File: config.mk
export PLATFORM = sky130hd
export DESIGN_NAME = edge_event_ctrl_flat
export DESIGN_NICKNAME = d
export VERILOG_FILES = /design/src/rtl/edge_event_ctrl_if.sv /design/src/rtl/edge_event_ctrl.sv /design/src/flat_wrapper.sv
export SDC_FILE = /design/constraint.sdc
export NUM_CORES = 1
export LEC_CHECK = 0
export CORE_MARGIN = 2
export CORE_UTILIZATION = 35
export DETAILED_ROUTE_END_ITERATION = 7
export GPL_ROUTABILITY_DRIVEN = 0
export HOLD_SLACK_MARGIN = 0.1
export MAX_ROUTING_LAYER = met4
export PLACE_DENSITY_LB_ADDON = 0.1
export REMOVE_ABC_BUFFERS = 1
export SYNTH_ARGS = -nofsm -noshare
export SYNTH_HDL_FRONTEND = slang
export SYNTH_SLANG_ARGS = --single-unit
File: constraint.sdc
create_clock -name clk -period 1.35 [get_ports clk]
set_clock_uncertainty 0.05 [all_clocks]
set_input_delay 0.3375 -clock clk [delete_from_list [all_inputs] [get_ports clk]]
set_output_delay 0.3375 -clock clk [all_outputs]
set_load 0.005 [all_outputs]
File: src/rtl/edge_event_ctrl_if.sv
// Channel bus for edge_event_ctrl: raw inputs and controls in, filtered levels, pulses and flags out.
interface edge_event_ctrl_if #(
    parameter int CH = 8
);
    logic [CH-1:0]   in;
    logic [2*CH-1:0] mode;
    logic [CH-1:0]   clr;
    logic [CH-1:0]   level;
    logic [CH-1:0]   rise;
    logic [CH-1:0]   fall;
    logic [CH-1:0]   pending;
    logic            irq;

    modport master (
        output in, mode, clr,
        input  level, rise, fall, pending, irq
    );

    modport slave (
        input  in, mode, clr,
        output level, rise, fall, pending, irq
    );
endinterface

File: src/rtl/edge_event_ctrl.sv
// Multi-channel edge event controller: per channel synchroniser, debounce filter,
// rise/fall detection and sticky pending flags selected by a per-channel mode.
module edge_event_ctrl #(
    parameter int CH       = 8,
    parameter int SYNC_STG = 2,
    parameter int FILT_LEN = 4
) (
    input  logic              clk,
    input  logic              rst,
    edge_event_ctrl_if.slave  bus
);
    localparam int unsigned CNT_W = (FILT_LEN > 1) ? $clog2(FILT_LEN) : 1;
    localparam logic [CNT_W-1:0] CNT_MAX = CNT_W'(FILT_LEN - 1);

    generate
        if (CH < 1 || SYNC_STG < 1 || FILT_LEN < 1) begin : g_bad_param
            $fatal(1, "edge_event_ctrl: CH, SYNC_STG and FILT_LEN must all be >= 1");
        end
    endgenerate

    logic [SYNC_STG-1:0][CH-1:0] sync_q, sync_d;
    logic [CH-1:0][CNT_W-1:0]    cnt_q, cnt_d;
    logic [CH-1:0]               level_q, level_d;
    logic [CH-1:0]               rise_q, rise_d;
    logic [CH-1:0]               fall_q, fall_d;
    logic [CH-1:0]               pending_q, pending_d;
    logic [CH-1:0]               sync_c;
    logic [CH-1:0]               evt_c;

    // Synchroniser shift chain; only the last stage feeds logic.
    always_comb begin
        sync_d    = sync_q;
        sync_d[0] = bus.in;
        for (int s = 1; s < SYNC_STG; s++) begin
            sync_d[s] = sync_q[s-1];
        end
    end

    assign sync_c = sync_q[SYNC_STG-1];

    // Debounce: a new level must differ from the current one for FILT_LEN straight cycles.
    always_comb begin
        cnt_d   = cnt_q;
        level_d = level_q;
        for (int i = 0; i < CH; i++) begin
            if (sync_c[i] == level_q[i]) begin
                cnt_d[i] = '0;
            end else if (cnt_q[i] == CNT_MAX) begin
                level_d[i] = sync_c[i];
                cnt_d[i]   = '0;
            end else begin
                cnt_d[i] = cnt_q[i] + CNT_W'(1);
            end
        end
    end

    // Edges come from the next-state level so pending updates in the same edge as the pulse.
    always_comb begin
        rise_d    = level_d & ~level_q;
        fall_d    = ~level_d & level_q;
        evt_c     = '0;
        for (int i = 0; i < CH; i++) begin
            evt_c[i] = (rise_d[i] & bus.mode[2*i]) | (fall_d[i] & bus.mode[2*i+1]);
        end
        pending_d = (pending_q & ~bus.clr) | evt_c;
    end

    always_ff @(posedge clk) begin
        if (rst) begin
            sync_q    <= '0;
            cnt_q     <= '0;
            level_q   <= '0;
            rise_q    <= '0;
            fall_q    <= '0;
            pending_q <= '0;
        end else begin
            sync_q    <= sync_d;
            cnt_q     <= cnt_d;
            level_q   <= level_d;
            rise_q    <= rise_d;
            fall_q    <= fall_d;
            pending_q <= pending_d;
        end
    end

    assign bus.level   = level_q;
    assign bus.rise    = rise_q;
    assign bus.fall    = fall_q;
    assign bus.pending = pending_q;
    assign bus.irq     = |pending_q;
endmodule

File: src/flat_wrapper.sv
// flat-port wrapper written by rule: the top's interface ports become plain ports
module edge_event_ctrl_flat 
#(
    parameter int CH       = 8,
    parameter int SYNC_STG = 2,
    parameter int FILT_LEN = 4
)
  (clk, rst, bus_in, bus_mode, bus_clr, bus_level, bus_rise, bus_fall, bus_pending, bus_irq);
  edge_event_ctrl_if #(.CH(CH)) bus_i ();
  input  logic clk;
  input  logic rst;
  input wire logic [$bits(bus_i.in)-1:0] bus_in;
  input wire logic [$bits(bus_i.mode)-1:0] bus_mode;
  input wire logic [$bits(bus_i.clr)-1:0] bus_clr;
  output wire logic [$bits(bus_i.level)-1:0] bus_level;
  output wire logic [$bits(bus_i.rise)-1:0] bus_rise;
  output wire logic [$bits(bus_i.fall)-1:0] bus_fall;
  output wire logic [$bits(bus_i.pending)-1:0] bus_pending;
  output wire logic [$bits(bus_i.irq)-1:0] bus_irq;
  assign bus_i.in = bus_in;
  assign bus_i.mode = bus_mode;
  assign bus_i.clr = bus_clr;
  assign bus_level = bus_i.level;
  assign bus_rise = bus_i.rise;
  assign bus_fall = bus_i.fall;
  assign bus_pending = bus_i.pending;
  assign bus_irq = bus_i.irq;
  edge_event_ctrl #(.CH(CH), .SYNC_STG(SYNC_STG), .FILT_LEN(FILT_LEN)) u_core (.clk(clk), .rst(rst), .bus(bus_i));
endmodule
### Yosys cells after proc, flatten, opt, wreduce, memory -nomap -nowiden

Index checks and enable logic that the tools add are counted.
W data, S select, Z words.

| word-level totals | value |
|---|---|
| register bits | 64 |
| bits in latches | 0 |
| RAM bits | 0 |
| bits in read-only memories | 0 |
| bits of input ports | 34 |
| memories kept | 0 |

| operators by class | value |
|---|---|
| add/sub/neg operators | 8 |
| multiply operators | 0 |
| divide/modulo/power cells | 0 |
| $lt $le $gt $ge | 0 |
| eq/ne operators | 16 |
| shift-type cells | 0 |
| multiplexer cells | 16 |
| bitwise operators | 31 |
| reduce and logical (&&, ||, !) cells | 9 |

Operators with widths:

| cell | number |
|---|---|
| $and A8 B8 Y8 | 3 |
| $not A8 Y8 | 3 |
| $reduce_or A3 Y1 | 8 |
| $add A2 B1 Y2 const B | 8 |
| $and A1 B1 Y1 | 16 |
| $eq A2 B2 Y1 const B | 8 |
| $mux W1 | 16 |
| $eq A1 B1 Y1 | 8 |
| $or A1 B1 Y1 | 8 |
| $or A8 B8 Y8 | 1 |
| $reduce_or A8 Y1 | 1 |

### Longest topological paths before layout

| logic depth | value |
|---|---|
| depth in word-level cells | 8 |
| mapped depth | 4 |

### Worst setup path after synthesis

No wires, ideal clock.

| path | value |
|---|---|
| path type | reg2reg |
| start point | register u_core.cnt_q[2] (netlist name) |
| end point | register u_core.cnt_q[2] (netlist name) |
| setup time | 65 ps |
| arrival time | 982 ps |
| data required time | 1235 ps |
| slack | 254 ps |
| cell stages (with the launch flop) | 4 |
| path buffers | 0 |
| period minus slack after synthesis | 1096 ps |
| path through | dfxtp_1 ha_1 or3_1 nor2_1 |

| on the way | value |
|---|---|
| longest elaborated chain between the ends | 2 |

RTL lines:

| what | line | text |
|---|---|---|
| from (decl) | edge_event_ctrl.sv:22 | `logic [CH-1:0][CNT_W-1:0] cnt_q, cnt_d;` |
| from (signal assigned) | edge_event_ctrl.sv:78 | `cnt_q <= cnt_d;` |
| $eq A2 B2 Y1 | edge_event_ctrl.sv:48 | `end else if (cnt_q[i] == CNT_MAX) begin` |
| $reduce_or A3 Y1 (no line) | -- |  |

Several ways; a longest one is shown, not always the timed one.
A chain may end at the register's enable or synchronous reset.

### Worst setup path in the final report

| path | value |
|---|---|
| start point | register u_core.pending_q[3] (netlist: u_core.bus.pending[3]) |
| end point | output port bus_irq |

| on the way | value |
|---|---|
| longest elaborated chain between the ends | 1 |

RTL lines:

| what | line | text |
|---|---|---|
| from (decl) | edge_event_ctrl.sv:26 | `logic [CH-1:0] pending_q, pending_d;` |
| from (signal assigned) | edge_event_ctrl.sv:82 | `pending_q <= pending_d;` |
| $reduce_or A8 Y1 | edge_event_ctrl.sv:90 | `assign bus.irq = \|pending_q;` |
| to (decl) | flat_wrapper.sv:19 | `output wire logic [$bits(bus_i.irq)-1:0] bus_irq;` |

Every way passes these cells.

==> results.ini <==
[place]
portBuffers=66
dp_hpwl_um=3150
dp_slack_ns=-0.260
place_inst=371

[critical_path]
crit_buf_inv=2
start_kind=flip-flop
required_ns=0.96
path_cells=nor4_2, buf_4, nand2_2, buf_2
critPathTopFamily=flip-flops
arrival_ns=1.25
critPathCaptureType=output pin
worstPathMaxFanout=2
critical-path-max-stage-delay_ns=0.32
timing_worst_setup_path_type=reg2out
slowest_stage=dfxtp_2

[cts]
cts_buffer_depth=2
cts_tree=built
cts_buffers=9
cts_sinks=64
clk_transition_reported_paths_ns=0.07
root_buffer=clkbuf_8
holdBufCountCts=0
htree_levels=3
clk_latency_ns=0.33

[power]
p_leak_nw=1.43
power_density_nw_per_um2=1150
vdd_ir_drop_max_v=0.000665
totalPowerFinal_w=0.00375

[logic_synthesis]
synth_area_um2=2210
ys_seq_area_frac=0.580
yosysWarnings=0
ys.flop_type=dfxtp_1
synth_edf_count=0
synth_cell_types=25
syn-mean-instance-area_um2=10.2
ys_ff_latch=64
synthArstFlopShare=0
netlist_instances=216

[final_layout]
nets=349
fillCellCount=592
n_antenna_cell=0
drive_gt1_frac=0.173
syn2layout_area_growth_pct=47.8
instances_no_fill=387

[route]
drcViolationCount=0
routedWlPerCell_um=11.1
vias_per_cell=4.44
ant_nets=0
drt_iter0_drc=64
firstDrtPassIters=4
via_count=1720
wirelength_um=4300

[status]
violations=setup timing
status=complete, but fails checks

[run]
maxCapViolCount=0

[timing]
holdWs_ns=0.372
finalSetupViolCount=1
maxSlewHeadroom=0.789
worst_slew_pin_slew_ns=0.314
fmax_ghz=0.612
hold_viol_final=0
worst_slack_ns=-0.284
rsz0062_at_grt=yes
setup_tns_ns=-0.284
layout_min_cycle_time_ns=1.63
timing.final.crit_share=1.21
report.final.slew_viol_count=0

[hold_path]
hold_path_class=reg2reg

[global_route]
overflow=0
antenna_found_initial=0
grt_usage=0.138
grt_pass1_wl_um=7400
grt_max_degree=19
first_global_vias=1639

[die]
rows=28
die-area_um2=6960
dieWidth_um=83.5
start_util=0.367
io_pins=67
core_um2=6030
die_y_um=83.5

## layout make-up
cell class	instances	area, um^2	share of cell area
Sequential cell	64	1290	0.396
Clock inverter	3	40.0	0.0123
Inverter	14	52.6	0.0161
Clock buffer	13	159	0.0487
Tap cell	75	93.8	0.0287
Multi-Input combinational cell	133	861	0.264
Timing Repair Buffer	85	767	0.235
## where the power goes
group	switching (W)	internal, W
Sequential	0.0000155	0.00192
Clock	0.000682	0.000949
Combinational	0.0000577	0.000130
Total	0.000755	0.00300
## stage by stage
step	area (um^2)	utilization
after floorplan	2190	-
after global placement	3120	0.517
after detailed placement	3120	0.517
after CTS	3270	0.543
after global routing	3270	0.542
final	3270	0.542
## kinds of logic after synthesis
kind of cell / Yosys count / share of synthesized area
adders and majority gates: 8 / 0.0453
xor gates and xnor gates: 2 / 0.00793
AOI/OAI and AO/OA: 22 / 0.0657
muxes: 6 / 0.0272
buffers and inverters: 19 / 0.0345
DFF: 64 / 0.580
and+or+nand+nor: 95 / 0.240
## layer usage
layer	track usage	routed length (um)
met1	0.164	2000
met2	0.203	1940
met3	0.0435	251
met4	0.0836	112
met5	-	0
## state kept, by name, indices dropped and copies added (netlist names)
| signal | flops |
|---|---|
| u_core.bus.fall | 8 |
| u_core.bus.level | 8 |
| u_core.cnt_q | 16 |
| u_core.sync_d | 8 |
| u_core.bus.rise | 8 |
| u_core.sync_c | 8 |
| u_core.bus.pending | 8 |
## worst paths after layout
check | cells past startpoint | slack, ns | end | startpoint
max | 4 | -0.28 | bus_irq | u_core.bus.pending[3]$_SDFF_PP0_
min | 1 | 0.37 | u_core.cnt_q[4]$_SDFF_PP0_ | u_core.cnt_q[4]$_SDFF_PP0_
max reg2reg | 3 | 0.17 | u_core.cnt_q[6]$_SDFF_PP0_ | u_core.cnt_q[6]$_SDFF_PP0_
min reg2reg | 1 | 0.37 | u_core.cnt_q[4]$_SDFF_PP0_ | u_core.cnt_q[4]$_SDFF_PP0_
## cells in the mapped netlist, types with 4 or more instances
cell / n / share of area
inv_1: 14 / 0.024
nor3b_1: 8 / 0.027
nor3_1: 4 / 0.0091
nand2_1: 5 / 0.0085
o32ai_1: 4 / 0.016
ha_1: 8 / 0.045
dfxtp_1: 64 / 0.58
nand2b_1: 6 / 0.017
nor2b_1: 28 / 0.079
a22oi_1: 4 / 0.014
a21oi_1: 4 / 0.0091
o21ai_1: 6 / 0.014
buf_2: 4 / 0.0091
mux2i_1: 6 / 0.027
nand4b_1: 4 / 0.016
nor2_1: 30 / 0.051
## timing repair
item	in CTS	in global routing
gates resized for setup	66	4
buffers inserted	1	0
pin swaps	1	0
endpoints found under the setup margin	33	3
## cells in the final DEF (no fill, tap or decap), types with 8 or more instances in the layout
cell / count
buf_4: 16
clkbuf_8: 11
clkdlybuf4s50_1: 32
dfxtp_1: 55
dfxtp_2: 9
dlygate4sd2_1: 24
ha_1: 8
inv_1: 14
nor2_1: 30
nor2b_1: 28
nor3b_1: 8
(Power assumes the default switching activity.)
